**config.mk**
```make
export PLATFORM = sky130hd
export DESIGN_NAME = cg_writeback_sequencer
export DESIGN_NICKNAME = d
export VERILOG_FILES = /design/src/rtl/cg_pkg.sv /design/src/rtl/wb_line_fifo.sv /design/src/rtl/cg_writeback_sequencer.sv
export SDC_FILE = /design/constraint.sdc
export NUM_CORES = 2
export LEC_CHECK = 0
export CORE_MARGIN = 4
export CORE_UTILIZATION = 45
export CTS_CLUSTER_DIAMETER = 100
export DETAILED_ROUTE_END_ITERATION = 10
export GPL_TIMING_DRIVEN = 0
export PLACE_DENSITY_LB_ADDON = 0.1
export SETUP_SLACK_MARGIN = 0.02
export SLEW_MARGIN = 0
export SYNTH_ARGS = -nofsm -noshare
export SYNTH_HDL_FRONTEND = slang
export SYNTH_SLANG_ARGS = --single-unit
```
**constraint.sdc**
```tcl
create_clock -name clk -period 14.9 [get_ports clk]
set_input_delay 2.235 -clock clk [delete_from_list [all_inputs] [get_ports clk]]
set_output_delay 2.235 -clock clk [all_outputs]
set_load 0.02 [all_outputs]
```
**src/rtl/cg_pkg.sv**
```systemverilog
// Shared types and defaults for the CG writeback sequencer.
package cg_pkg;

    localparam int unsigned NO_OF_UNITS   = 8;
    localparam int unsigned ELEMENT_WIDTH = 64;
    localparam int unsigned LINE_WIDTH    = NO_OF_UNITS * ELEMENT_WIDTH;

    typedef enum logic [1:0] {
        IDLE  = 2'd0,
        RUN   = 2'd1,
        DRAIN = 2'd2,
        DONE  = 2'd3
    } wb_state_t;

    typedef logic [LINE_WIDTH-1:0] line_t;

endpackage

```
**src/rtl/wb_line_fifo.sv**
```systemverilog
// Synchronous result-line FIFO; FIFO_DEPTH must be a power of two, at least 2.
module wb_line_fifo
    import cg_pkg::*;
#(
    parameter int unsigned Width      = $bits(line_t),
    parameter int unsigned FIFO_DEPTH = 4,
    localparam int unsigned PtrW      = $clog2(FIFO_DEPTH),
    localparam int unsigned CntW      = PtrW + 1
) (
    input  logic             clk,
    input  logic             reset,
    input  logic             push,
    input  logic             pop,
    input  logic [Width-1:0] din,
    output logic [Width-1:0] dout,
    output logic [CntW-1:0]  count,
    output logic             full,
    output logic             empty
);

    logic [Width-1:0] mem_q [FIFO_DEPTH];
    logic [PtrW-1:0]  wr_ptr_q, wr_ptr_d;
    logic [PtrW-1:0]  rd_ptr_q, rd_ptr_d;
    logic [CntW-1:0]  count_q, count_d;

    // Pointer and occupancy update; a simultaneous push and pop leave count unchanged.
    always_comb begin
        wr_ptr_d = wr_ptr_q;
        rd_ptr_d = rd_ptr_q;
        count_d  = count_q;
        if (push) wr_ptr_d = wr_ptr_q + PtrW'(1);
        if (pop)  rd_ptr_d = rd_ptr_q + PtrW'(1);
        if (push && !pop) begin
            count_d = count_q + CntW'(1);
        end else if (pop && !push) begin
            count_d = count_q - CntW'(1);
        end
    end

    // Pointer/count registers with synchronous reset.
    always_ff @(posedge clk) begin
        if (reset) begin
            wr_ptr_q <= '0;
            rd_ptr_q <= '0;
            count_q  <= '0;
        end else begin
            wr_ptr_q <= wr_ptr_d;
            rd_ptr_q <= rd_ptr_d;
            count_q  <= count_d;
        end
    end

    // Line storage; contents need no reset since occupancy gates every read.
    always_ff @(posedge clk) begin
        if (push) mem_q[wr_ptr_q] <= din;
    end

    assign dout  = mem_q[rd_ptr_q];
    assign count = count_q;
    assign full  = (count_q == CntW'(FIFO_DEPTH));
    assign empty = (count_q == '0);

endmodule

```
**src/rtl/cg_writeback_sequencer.sv**
```systemverilog
// Writeback sequencer for one CG vector memory write port.
// Optional build macro CG_WB_OVERRUN_CHECK_EN adds a sticky `overrun` output.
module cg_writeback_sequencer
    import cg_pkg::*;
#(
    parameter int unsigned no_of_units               = NO_OF_UNITS,
    parameter int unsigned element_width             = ELEMENT_WIDTH,
    parameter int unsigned memory_read_address_width = 32,
    parameter int unsigned FIFO_DEPTH                = 4,
    localparam int unsigned LineW                    = no_of_units * element_width,
    localparam int unsigned CntW                     = $clog2(FIFO_DEPTH) + 1
) (
    input  logic                                 clk,
    input  logic                                 reset,
    input  logic                                 start,
    input  logic [31:0]                          total,
    input  logic                                 result_valid,
    input  logic [LineW-1:0]                     result_data,
    output logic                                 result_ready,
    input  logic                                 mem_stall,
    output logic                                 result_mem_we,
    output logic [memory_read_address_width-1:0] result_mem_counter,
    output logic [LineW-1:0]                     result_mem_data,
    output logic                                 read_again,
    output logic                                 busy,
`ifdef CG_WB_OVERRUN_CHECK_EN
    output logic                                 overrun,
`endif
    output logic                                 vector_done
);

    wb_state_t state_q, state_d;
    logic [31:0] lines_q, lines_d;
    logic [31:0] accept_cnt_q, accept_cnt_d;
    logic [31:0] wr_idx_q, wr_idx_d;
    logic        we_q, we_d;
    logic        read_again_q, read_again_d;
    logic        last_q, last_d;
    logic [memory_read_address_width-1:0] counter_q, counter_d;
    logic [LineW-1:0] data_q, data_d;

    logic             fifo_push, fifo_pop, fifo_full, fifo_empty;
    logic [LineW-1:0] fifo_dout;
    logic [CntW-1:0]  fifo_count;

    logic active, accept, can_write, bypass, fire, is_last_idx;

    wb_line_fifo #(
        .Width      (LineW),
        .FIFO_DEPTH (FIFO_DEPTH)
    ) u_fifo (
        .clk   (clk),
        .reset (reset),
        .push  (fifo_push),
        .pop   (fifo_pop),
        .din   (result_data),
        .dout  (fifo_dout),
        .count (fifo_count),
        .full  (fifo_full),
        .empty (fifo_empty)
    );

    // Handshake and write-issue decode. An empty FIFO is bypassed so an accepted
    // line reaches the memory on the very next cycle.
    always_comb begin
        active       = (state_q == RUN) || (state_q == DRAIN);
        result_ready = (state_q == RUN) && (fifo_count < CntW'(FIFO_DEPTH))
                       && (accept_cnt_q < lines_q);
        accept       = result_valid && result_ready;
        can_write    = active && !mem_stall;
        fifo_pop     = can_write && !fifo_empty;
        bypass       = can_write && fifo_empty && accept;
        fifo_push    = accept && !bypass && !fifo_full;
        fire         = fifo_pop || bypass;
        is_last_idx  = (wr_idx_q == lines_q - 32'd1);
    end

    // FSM next state, counters and registered write strobes.
    always_comb begin
        state_d      = state_q;
        lines_d      = lines_q;
        accept_cnt_d = accept_cnt_q;
        wr_idx_d     = wr_idx_q;
        counter_d    = counter_q;
        data_d       = data_q;
        we_d         = fire;
        read_again_d = fire && !is_last_idx;
        last_d       = fire && is_last_idx;

        if (fire) begin
            counter_d = memory_read_address_width'(wr_idx_q);
            data_d    = fifo_empty ? result_data : fifo_dout;
            wr_idx_d  = is_last_idx ? 32'd0 : wr_idx_q + 32'd1;
        end
        if (accept) accept_cnt_d = accept_cnt_q + 32'd1;

        unique case (state_q)
            IDLE: begin
                if (start) begin
                    lines_d      = total / no_of_units;
                    accept_cnt_d = '0;
                    wr_idx_d     = '0;
                    counter_d    = '0;
                    state_d      = (lines_d == 32'd0) ? DONE : RUN;
                end
            end
            RUN: begin
                if (accept && (accept_cnt_q + 32'd1 == lines_q)) state_d = DRAIN;
            end
            DRAIN: begin
                // last_q marks that the write now on the port is the final line.
                if (last_q && fifo_empty) state_d = DONE;
            end
            DONE: begin
                state_d = IDLE;
            end
            default: state_d = IDLE;
        endcase
    end

    // State registers with synchronous reset.
    always_ff @(posedge clk) begin
        if (reset) begin
            state_q      <= IDLE;
            lines_q      <= '0;
            accept_cnt_q <= '0;
            wr_idx_q     <= '0;
            counter_q    <= '0;
            data_q       <= '0;
            we_q         <= 1'b0;
            read_again_q <= 1'b0;
            last_q       <= 1'b0;
        end else begin
            state_q      <= state_d;
            lines_q      <= lines_d;
            accept_cnt_q <= accept_cnt_d;
            wr_idx_q     <= wr_idx_d;
            counter_q    <= counter_d;
            data_q       <= data_d;
            we_q         <= we_d;
            read_again_q <= read_again_d;
            last_q       <= last_d;
        end
    end

`ifdef CG_WB_OVERRUN_CHECK_EN
    logic overrun_q, overrun_d;

    // Sticky flag for lines offered when no more can be accepted.
    always_comb begin
        overrun_d = overrun_q;
        if (result_valid && (!active || (accept_cnt_q == lines_q))) overrun_d = 1'b1;
    end

    // Overrun register with synchronous reset.
    always_ff @(posedge clk) begin
        if (reset) overrun_q <= 1'b0;
        else       overrun_q <= overrun_d;
    end

    assign overrun = overrun_q;
`endif

    assign result_mem_we      = we_q;
    assign result_mem_counter = counter_q;
    assign result_mem_data    = data_q;
    assign read_again         = read_again_q;
    assign busy               = active;
    assign vector_done        = (state_q == DONE);

endmodule
```
==> reports/metrics.csv <==
metric;value;unit
clock slew at reported path FFs;0.06;ns
RSZ-0062 raised after global routing;no;
FP Rows;176;
Post-CTS Setup Bufs;0;
Fin Clk Skew;0.1006;ns
GRT Total Usage;0.2434;
number of nets in the layout;8156;
maximum clock rate;141.7;MHz
Post-Place Worst Slack;7.711;ns
Max VDD drop;110.5;uV
PwrDens;175.9;nW/um^2
Synth async-reset ratio;0;
clock sinks;2699;
synth top area cells;edfxtp_1 (59%), dfxtp_1 (12%), mux4_2 (11%);
Slew Limit Fails;0;
top cells by count, synth;edfxtp_1 (2048), dfxtp_1 (651), nor2_1 (595);
global route overflow;0;
Reg2Reg Setup Slack;7.93;ns
CP required;12.66;ns
most frequent cell after synthesis;edfxtp_1;
reg2reg start;lines_q[13];
Ys Warns;0;
worst reg2reg path endpoint;result_mem_data[473];
minimum hold slack;0.4509;ns
MaxCap Viol Count;0;
die area;239500;sq um
post-route clock period utilization;0.4736;
total wire length;298800;microns
crit path launch;lines_q[13];
startpoint types;flop;
layout cells sized above 1;0.1302;
H-Tree Depth;5;
worst-margin pin slew;1.411;ns
1st-iter DRT viols;4437;
first-pass GRT wire length;426000;microns
final setup fails;0;
fin area;130000;sq um
relative slew slack;0.05954;
Seq/Total Area, Yosys;0.7147;
largest net degree at the start of global routing;54;
outcome;completed;
vias in the first global route;61180;
Worst Path Arrival;4.82;ns
Routed Antenna Nets;0;
unique cell type count in the Yosys netlist;66;
HP Start;result_mem_counter[10];
slowest stage cell, crit path;a2111oi_0;
kind of critical path;reg2out;
Synth Area per Inst;17.04;sq um
CP cell instances;clkbuf_1, inv_1, ha_1, a21oi_1, o21ai_0, a2111oi_0, a31oi_1, nor2_1, clkdlybuf4s50_1;
#FFs+latches synth;2699;
Hold WC Path Type;reg2reg;
Syn Inst Count;6121;
IO buf count;1093;
Starting Density;0.4527;
number of instances in the placed design;10290;
critical path fanouts, max;8;
WL/cell;27.45;microns
worst skew pair latency;0.94;ns
Non-Filler Instances;10880;
Yosys top cell area share;0.5897;
Yosys top cell by area;edfxtp_1;
CP Capture Type;primary output;
CP endpoint;result_ready;
Worst R2R Path Depth;15;
Syn Nets;6713;
hold buffers post-CTS;0;
Final Critical Period;7.057;ns
DRC violations left;0;
gpl congestion;0.8723;
Clock Tree Buf Depth;4;
Top FF cell, synth;edfxtp_1;
# fillers;18100;
detailed placement HPWL;208200;microns
Worst path max stage delay;0.81;ns
Leak;40.36;nW
Post-Syn Area;104300;sq um
initial antenna violation count;146;
Die X;489.4;microns
die height;489.4;microns
Top-Level Pins;1098;
post-CTS sizing;0;
vias;61080;
clock root cell;clkbuf_16;
Fin. Hold Viols;0;
via/cell ratio;5.612;
PnR worst setup slack;7.843;ns
area post-placement;120300;sq um
CTS Buf Count;302;
number of synthesized flops with an enable pin;2048;
Layout area overhead;24.63;%
Core ar.;230300;sq um
drt pass-1 iters;5;
CTS tree;done;
[kinds of logic after synthesis]
| group | synth area share |
|---|---|
| flops | 0.7147 |
| simple gates | 0.04440 |
| mux | 0.1606 |
| compound gates | 0.04647 |
| buf+inv | 0.01767 |
| xor+xnor | 0.01092 |
| fa+ha+maj | 0.005231 |
[power breakdown]
part	internal (mW)	switching [mW]
Clock	4.28	2.91
Sequential	8.87	0.316
Combinational	2.77	3.71
Total	15.9	6.94
[final cells by class]
cell class | instances | area, sq um | area share
diodes | 63 | 157.7 | 0.001213
plain buffers | 430 | 1650 | 0.01270
clock buffers | 430 | 8552 | 0.06580
clock inverters | 104 | 1001 | 0.007701
inverters | 52 | 195.2 | 0.001502
multi-input cells | 2940 | 27920 | 0.2148
flip-flops and latches | 2699 | 74530 | 0.5735
well taps | 3026 | 3786 | 0.02913
repair buffers | 1139 | 12180 | 0.09369
[registers in the layout (all words and copies together), names as in the netlist, 2 cells and up, named ones only]
register,cells
accept_cnt_q,32
lines_q,29
result_mem_counter,32
result_mem_data,512
state_q,2
u_fifo.count,3
u_fifo.mem_q,2048
u_fifo.rd_ptr_q,2
u_fifo.wr_ptr_q,2
wr_idx_q,32
[stage by stage]
step	total power, mW	util	TNS (ns)
after floorplan	13.56	-	-399.95
after global placement	16.18	0.5167	-9351.77
after detailed placement	15.89	0.5221	0
after CTS	23.12	0.5636	0
after global routing	23.85	0.5639	0
final	22.86	0.5642	0
[worst min-delay path by stage]
stage,to,slack (ns),cells after the start
after global placement,result_mem_counter[0],0.44,2
final,result_mem_counter[10],0.45,2
after global routing,result_mem_counter[16],0.47,2
after CTS,result_mem_counter[16],0.45,2
after detailed placement,result_mem_counter[16],0.45,2
after floorplan,result_mem_counter[29],0.46,2
[per-layer routing]
layer  vias up  GRT usage  part of all wire
li1      27150          -                 -
met1     31260     0.3081              0.39
met3       615    0.07833             0.084
met4       110     0.1055             0.043
met5         -          0            0.0025
met2      1944     0.3860              0.48
[placed cells by master, fill, tap and decap left out, drive strengths merged, types with 64 or more instances in the layout]
cell,count
nand2,171
clkbuf,809
nor2,595
mux2i,519
a211oi,518
a21oi,81
buf,97
clkdlybuf4s50,1093
nor3,67
clkinv,70
edfxtp,2048
mux4,512
inv,64
xnor2,69
dfxtp,651
[worst max-delay path, delay by kind of cell (launching register included)]
family | cells | cell delay (ns)
adders and majority gates | 1 | 0.32
and+or+nand+nor | 1 | 0.37
DFF | 1 | 0.30
AOI/OAI and AO/OA | 4 | 1.58
buffers and inverters | 3 | 1.37
Note: power is estimated with default switching activity, not from simulation.
